[config.mk]
export PLATFORM = sky130hd
export DESIGN_NAME = apb_fnd_scan_flat
export DESIGN_NICKNAME = d
export VERILOG_FILES = /design/src/rtl/apb_fnd_scan_if.sv /design/src/rtl/apb_fnd_scan.sv /design/src/flat_wrapper.sv
export SDC_FILE = /design/constraint.sdc
export NUM_CORES = 1
export LEC_CHECK = 0
export BUFFER_PORTS_ARGS = -buffer_cell sky130_fd_sc_hd__buf_2
export CORE_MARGIN = 4
export CORE_UTILIZATION = 35
export CTS_CLUSTER_SIZE = 24
export DETAILED_ROUTE_END_ITERATION = 7
export MAX_ROUTING_LAYER = met4
export PLACE_DENSITY_LB_ADDON = 0.08
export SYNTH_ARGS = -nofsm -noshare
export SYNTH_HDL_FRONTEND = slang
export SYNTH_SLANG_ARGS = --single-unit
[constraint.sdc]
create_clock -name PCLK -period 1.97 [get_ports PCLK]
set_input_delay 0.2955 -clock PCLK [delete_from_list [all_inputs] [get_ports PCLK]]
set_output_delay 0.2955 -clock PCLK [all_outputs]
set_load 0.02 [all_outputs]
[src/rtl/apb_fnd_scan_if.sv]
// APB3 bus bundle between a master and the apb_fnd_scan display peripheral.
interface apb_fnd_scan_if;
    logic [3:0]  PADDR;
    logic [31:0] PWDATA;
    logic        PWRITE;
    logic        PENABLE;
    logic        PSEL;
    logic [31:0] PRDATA;
    logic        PREADY;

    modport master (
        output PADDR, PWDATA, PWRITE, PENABLE, PSEL,
        input  PRDATA, PREADY
    );

    modport slave (
        input  PADDR, PWDATA, PWRITE, PENABLE, PSEL,
        output PRDATA, PREADY
    );
endinterface

[src/rtl/apb_fnd_scan.sv]
// APB3 slave that autonomously scans a multiplexed common-anode 7-segment display.
// Register map: 0x0 FCR (EN), 0x4 FDR (hex nibbles), 0x8 FMR (dp/blank), 0xC FPSR (prescaler).
module apb_fnd_scan #(
    parameter int N_DIGITS  = 4,
    parameter int PRESC_W   = 16,
    parameter int PRESC_RST = 49999
) (
    input  logic                PCLK,
    input  logic                PRESET,
    apb_fnd_scan_if.slave       apb,
    output logic [7:0]          fndFont,
    output logic [N_DIGITS-1:0] fndComm
);
    localparam int IDX_W = (N_DIGITS > 1) ? $clog2(N_DIGITS) : 1;

    typedef enum logic {S_OFF, S_SCAN} state_e;

    logic                  en_q, en_d;
    logic [4*N_DIGITS-1:0] fdr_q, fdr_d;
    logic [N_DIGITS-1:0]   dp_q, dp_d;
    logic [N_DIGITS-1:0]   blank_q, blank_d;
    logic [PRESC_W-1:0]    fpsr_q, fpsr_d;
    logic                  pready_q, pready_d;
    logic [31:0]           prdata_q, prdata_d;

    state_e                state_q;
    logic [PRESC_W-1:0]    cnt_q;
    logic [IDX_W-1:0]      idx_q;
    logic [7:0]            font_q;
    logic [N_DIGITS-1:0]   comm_q;

    logic                  wr_commit;
    logic                  rd_launch;
    logic [31:0]           rdata;
    logic                  unused;

    // Segment pattern g..a, active-low, for one hex nibble.
    function automatic logic [6:0] seg7(input logic [3:0] v);
        case (v)
            4'h0: seg7 = 7'h40;  4'h1: seg7 = 7'h79;  4'h2: seg7 = 7'h24;  4'h3: seg7 = 7'h30;
            4'h4: seg7 = 7'h19;  4'h5: seg7 = 7'h12;  4'h6: seg7 = 7'h02;  4'h7: seg7 = 7'h78;
            4'h8: seg7 = 7'h00;  4'h9: seg7 = 7'h10;  4'hA: seg7 = 7'h08;  4'hB: seg7 = 7'h03;
            4'hC: seg7 = 7'h46;  4'hD: seg7 = 7'h21;  4'hE: seg7 = 7'h06;  default: seg7 = 7'h0E;
        endcase
    endfunction

    always_comb begin
        // NOTE: every signal gets a default first so no path leaves it unassigned (no latch).
        wr_commit = apb.PSEL & apb.PENABLE & apb.PWRITE & pready_q;
        rd_launch = apb.PSEL & apb.PENABLE & ~apb.PWRITE & ~pready_q;
        pready_d  = apb.PSEL & apb.PENABLE & ~pready_q;

        rdata = '0;
        case (apb.PADDR[3:2])
            2'd0: rdata[0] = en_q;
            2'd1: rdata[4*N_DIGITS-1:0] = fdr_q;
            2'd2: begin
                rdata[N_DIGITS-1:0]   = dp_q;
                rdata[8+N_DIGITS-1:8] = blank_q;
            end
            default: rdata[PRESC_W-1:0] = fpsr_q;
        endcase
        prdata_d = rd_launch ? rdata : prdata_q;

        en_d    = en_q;
        fdr_d   = fdr_q;
        dp_d    = dp_q;
        blank_d = blank_q;
        fpsr_d  = fpsr_q;
        if (wr_commit) begin
            case (apb.PADDR[3:2])
                2'd0: en_d = apb.PWDATA[0];
                2'd1: fdr_d = apb.PWDATA[4*N_DIGITS-1:0];
                2'd2: begin
                    dp_d    = apb.PWDATA[N_DIGITS-1:0];
                    blank_d = apb.PWDATA[8+N_DIGITS-1:8];
                end
                default: fpsr_d = apb.PWDATA[PRESC_W-1:0];
            endcase
        end
    end

    assign unused = &{1'b0, apb.PADDR[1:0], apb.PWDATA};

    always_ff @(posedge PCLK) begin
        // NOTE: non-blocking assignments so every register samples pre-edge values.
        if (PRESET) begin
            en_q     <= 1'b0;
            fdr_q    <= '0;
            dp_q     <= '0;
            blank_q  <= '0;
            fpsr_q   <= PRESC_W'(PRESC_RST);
            pready_q <= 1'b0;
            prdata_q <= '0;
        end else begin
            en_q     <= en_d;
            fdr_q    <= fdr_d;
            dp_q     <= dp_d;
            blank_q  <= blank_d;
            fpsr_q   <= fpsr_d;
            pready_q <= pready_d;
            prdata_q <= prdata_d;
        end
    end

    // Scan FSM; outputs are registered from the current state/idx, one cycle behind.
    always_ff @(posedge PCLK) begin
        if (PRESET) begin
            state_q <= S_OFF;
            cnt_q   <= '0;
            idx_q   <= '0;
            font_q  <= 8'hFF;
            comm_q  <= '1;
        end else begin
            if (state_q == S_SCAN && !blank_q[idx_q]) begin
                comm_q <= ~(N_DIGITS'(1) << idx_q);
                font_q <= {~dp_q[idx_q], seg7(fdr_q[{idx_q, 2'b00} +: 4])};
            end else begin
                comm_q <= '1;
                font_q <= 8'hFF;
            end

            case (state_q)
                S_OFF: begin
                    cnt_q <= '0;
                    idx_q <= '0;
                    if (en_d) state_q <= S_SCAN;
                end
                default: begin
                    if (!en_d) begin
                        state_q <= S_OFF;
                        cnt_q   <= '0;
                        idx_q   <= '0;
                    end else if (cnt_q >= fpsr_q) begin
                        cnt_q <= '0;
                        idx_q <= (idx_q == IDX_W'(N_DIGITS - 1)) ? '0 : idx_q + IDX_W'(1);
                    end else begin
                        cnt_q <= cnt_q + PRESC_W'(1);
                    end
                end
            endcase
        end
    end

    assign apb.PREADY  = pready_q;
    assign apb.PRDATA  = prdata_q;
    assign fndFont     = font_q;
    assign fndComm     = comm_q;
endmodule

[src/flat_wrapper.sv]
// flat-port wrapper written by rule: the top's interface ports become plain ports
module apb_fnd_scan_flat 
#(
    parameter int N_DIGITS  = 4,
    parameter int PRESC_W   = 16,
    parameter int PRESC_RST = 49999
)
  (PCLK, PRESET, fndFont, fndComm, apb_PADDR, apb_PWDATA, apb_PWRITE, apb_PENABLE, apb_PSEL, apb_PRDATA, apb_PREADY);
  apb_fnd_scan_if apb_i ();
  input  logic PCLK;
  input  logic PRESET;
  output logic [7:0] fndFont;
  output logic [N_DIGITS-1:0] fndComm;
  input wire logic [$bits(apb_i.PADDR)-1:0] apb_PADDR;
  input wire logic [$bits(apb_i.PWDATA)-1:0] apb_PWDATA;
  input wire logic [$bits(apb_i.PWRITE)-1:0] apb_PWRITE;
  input wire logic [$bits(apb_i.PENABLE)-1:0] apb_PENABLE;
  input wire logic [$bits(apb_i.PSEL)-1:0] apb_PSEL;
  output wire logic [$bits(apb_i.PRDATA)-1:0] apb_PRDATA;
  output wire logic [$bits(apb_i.PREADY)-1:0] apb_PREADY;
  assign apb_i.PADDR = apb_PADDR;
  assign apb_i.PWDATA = apb_PWDATA;
  assign apb_i.PWRITE = apb_PWRITE;
  assign apb_i.PENABLE = apb_PENABLE;
  assign apb_i.PSEL = apb_PSEL;
  assign apb_PRDATA = apb_i.PRDATA;
  assign apb_PREADY = apb_i.PREADY;
  apb_fnd_scan #(.N_DIGITS(N_DIGITS), .PRESC_W(PRESC_W), .PRESC_RST(PRESC_RST)) u_core (.PCLK(PCLK), .PRESET(PRESET), .apb(apb_i), .fndFont(fndFont), .fndComm(fndComm));
endmodule
==> reports/metrics.csv <==
metric,value,unit
status,"finished, final reports clean",
crit_family,simple AND/OR/NAND/NOR gates,
core,12100,um2
wire_per_inst,14.7,um
synthTopCellsByArea,"dfxtp_1, nand2_1, ha_1, a21oi_1, mux2_2",
antenna_cells,0,
die_h,119,um
cpMaxStageDelayCell,or3_4,
powerDensity,747,nW/um2
final_common_cell,nand2_1,
hold_viol_final,0,
synthSimpleGateAreaFrac,20.8,%
cts_tree,yes,
synthArstFlopShare,0,%
worst_ep_required_time,2.24,ns
grt_use_total,16.2,%
dr_total_vias,3556,
clkLatencyLatePin,0.35,ns
cts-root-buf,clkbuf_16,
clock-sinks,88,
grt_first_pass_wirelength,17500,um
portBuffers,51,
setup-tns-final,0,ns
synth.area.mux_share,10.0,%
max_cap_viol_count,0,
routabilityCongestion,0.796,
clk_pin_slew,0.06,ns
grt_max_degree,59,
ys_types,43,
arrival,2.12,ns
first_iter_violations,140,
routed_via_density,4.83,
rows,40,
maxSlewHeadroom,59.9,%
yosys_warnings,0,
clk_path_buf_depth,2,
synth_seq_cells,88,
synthXorXnorAreaFrac,2.82,%
start_util,36.0,%
htreeDepth,3,
synth_area,4350,um2
skew,0.00872,ns
hold_path_class,input port to flip-flop,
cp_max_fo,3,
drc,0,
synth_top_area_share,40.5,%
fmax,542,MHz
cts_made_buffers,9,
rsz0062_at_grt,true,
wl,10800,um
fin_crit_sh,93.7,%
critPathKind,flip-flop to flip-flop,
overflow,0,
die_w,119,um
final-setup-viol-count,0,
synth_cells,506,
crit_path_end_kind,flip-flop,
cp_cell_sequence,inv_1 -> ha_1 -> nand4_1 -> or3_4 -> o31ai_4 -> o21ai_0 -> a21oi_1,
tightest_slew,0.602,ns
r2r_slack,0.12,ns
final_cell_mix,"nand2_1, dfxtp_1, buf_2",
synth_flop_cell,dfxtp_1,
syn_to_final_growth,19.0,%
synth_top_family_by_area,simple AND/OR/NAND/NOR gates,
post-route-min-period,1.85,ns
cp-start-kind,flip-flop,
grt_pass1_vias,3462,
drive_above_1_share,21.3,%
first_pass_iters,4,
holdWs,0.177,ns
final_nets,631,
yosysSeqAreaShare,40.5,%
antenna_found_initial,0,
dieArea,14300,um2
critPathMaxStageDelay,0.43,ns
synthAdderAreaFrac,7.77,%
synth_edf_count,0,
postCtsSetupBuffers,0,
peakVddDrop,0.000382,V
hpwl,8100,um
syn_area_per_cell,8.59,um2
io_pins,86,
synth_compound_area_share,10.1,%
slew_violations,0,
synth_top_area_cell,dfxtp_1,
final_antenna_net_count,0,
p_leak,0.00201,uW
path_buf_inv,1,
[power by group]
part | internal, uW | switching [uW] | total, uW
registers | 1790 | 6.89 | 1800
logic | 61.6 | 126 | 188
clock network | 1150 | 730 | 1880
total | 3000 | 862 | 3860
[final timing paths]
path / to / startpoint / cells after the start
worst max-delay path: u_core.idx_q[0]$_SDFFE_PP0P_ / u_core.fpsr_q[11]$_SDFFE_PP0P_ / 7
worst max register to register: u_core.idx_q[0]$_SDFFE_PP0P_ / u_core.fpsr_q[11]$_SDFFE_PP0P_ / 7
worst min-delay path: u_core.fpsr_q[6]$_SDFFE_PP1P_ / apb_PWDATA[6] / 3
worst min register to register: u_core.apb.PRDATA[14]$_SDFFE_PP0P_ / u_core.apb.PRDATA[14]$_SDFFE_PP0P_ / 2
[tightest hold or removal path, cell delays in order]
cell and delay, ns:
buf_2 0.08, nand2_1 0.04, nand3b_1 0.07
[per-stage QoR]
stage / instance area [um2] / instances / total power, uW / utilization, % / setup slack, ns
6_report: 5170 / 736 / 3860 / 42.9 / 0.124
5_1_grt: 5170 / 736 / 4010 / 42.9 / -0.000213
4_1_cts: 5120 / 736 / 3910 / 42.5 / 0.0365
3_5_place_dp: 4800 / 720 / 2030 / 39.8 / 0.0461
3_3_place_gp: 4800 / 720 / 2030 / 39.8 / 0.0756
2_1_floorplan: 4400 / 521 / 1980 / - / 0.131
[cells by family after synthesis]
family | Yosys count
buffers and inverters | 69
adders and majority gates | 27
and+or+nand+nor | 201
AOI/OAI and AO/OA | 73
DFF | 88
xor gates and xnor gates | 14
other | 1
muxes | 33
[sequential cells by signal, summed over array words and instances, names as in the netlist]
name	count
u_core.apb.PRDATA	16
u_core.cnt_q	16
u_core.fdr_q	16
u_core.fpsr_q	16
u_core.fndFont	8
u_core.blank_q	4
u_core.dp_q	4
u_core.fndComm	4
u_core.idx_q	2
u_core.apb.PREADY	1
u_core.en_q	1
[layout make-up]
type / count / area (um2)
clock buffers: 11 / 243
clock inverters: 5 / 78.8
fillers: 1214 / 6890
inverters: 27 / 101
multi-input cells: 364 / 2340
flip-flops and latches: 88 / 1770
well taps: 168 / 210
repair buffers: 73 / 433
[layer usage]
metal | share of wire (%) | vias to the layer above | routed length (um) | GRT usage [%]
li1 | - | 1807 | - | -
met3 | 3.5 | 13 | 382 | 2.75
met2 | 46 | 74 | 4980 | 24.3
met5 | 0 | - | 0 | -
met4 | 1.9 | 0 | 208 | 7.02
met1 | 48 | 1662 | 5230 | 21.7
[Yosys cell counts (6+ instances only)]
cell type and instances:
nor2_1 41, inv_1 27, nand3b_1 9, buf_4 16, buf_2 8, xor2_1 6, xnor2_1 8, a221oi_1 7
nand4_1 6, a21oi_1 43, mux2_2 15, nor3_1 15, clkbuf_1 15, mux2i_1 11, nor2b_1 6, o21ai_0 7
dfxtp_1 88, mux4_2 7, nand2_1 92, ha_1 27, nand3_1 19
[what timing repair did]
action | 4_1_cts | 5_1_grt
resized for setup | 0 | 11
setup endpoints to repair | 0 | 20
hold buffers | 0 | 0
(Power assumes the default switching activity.)
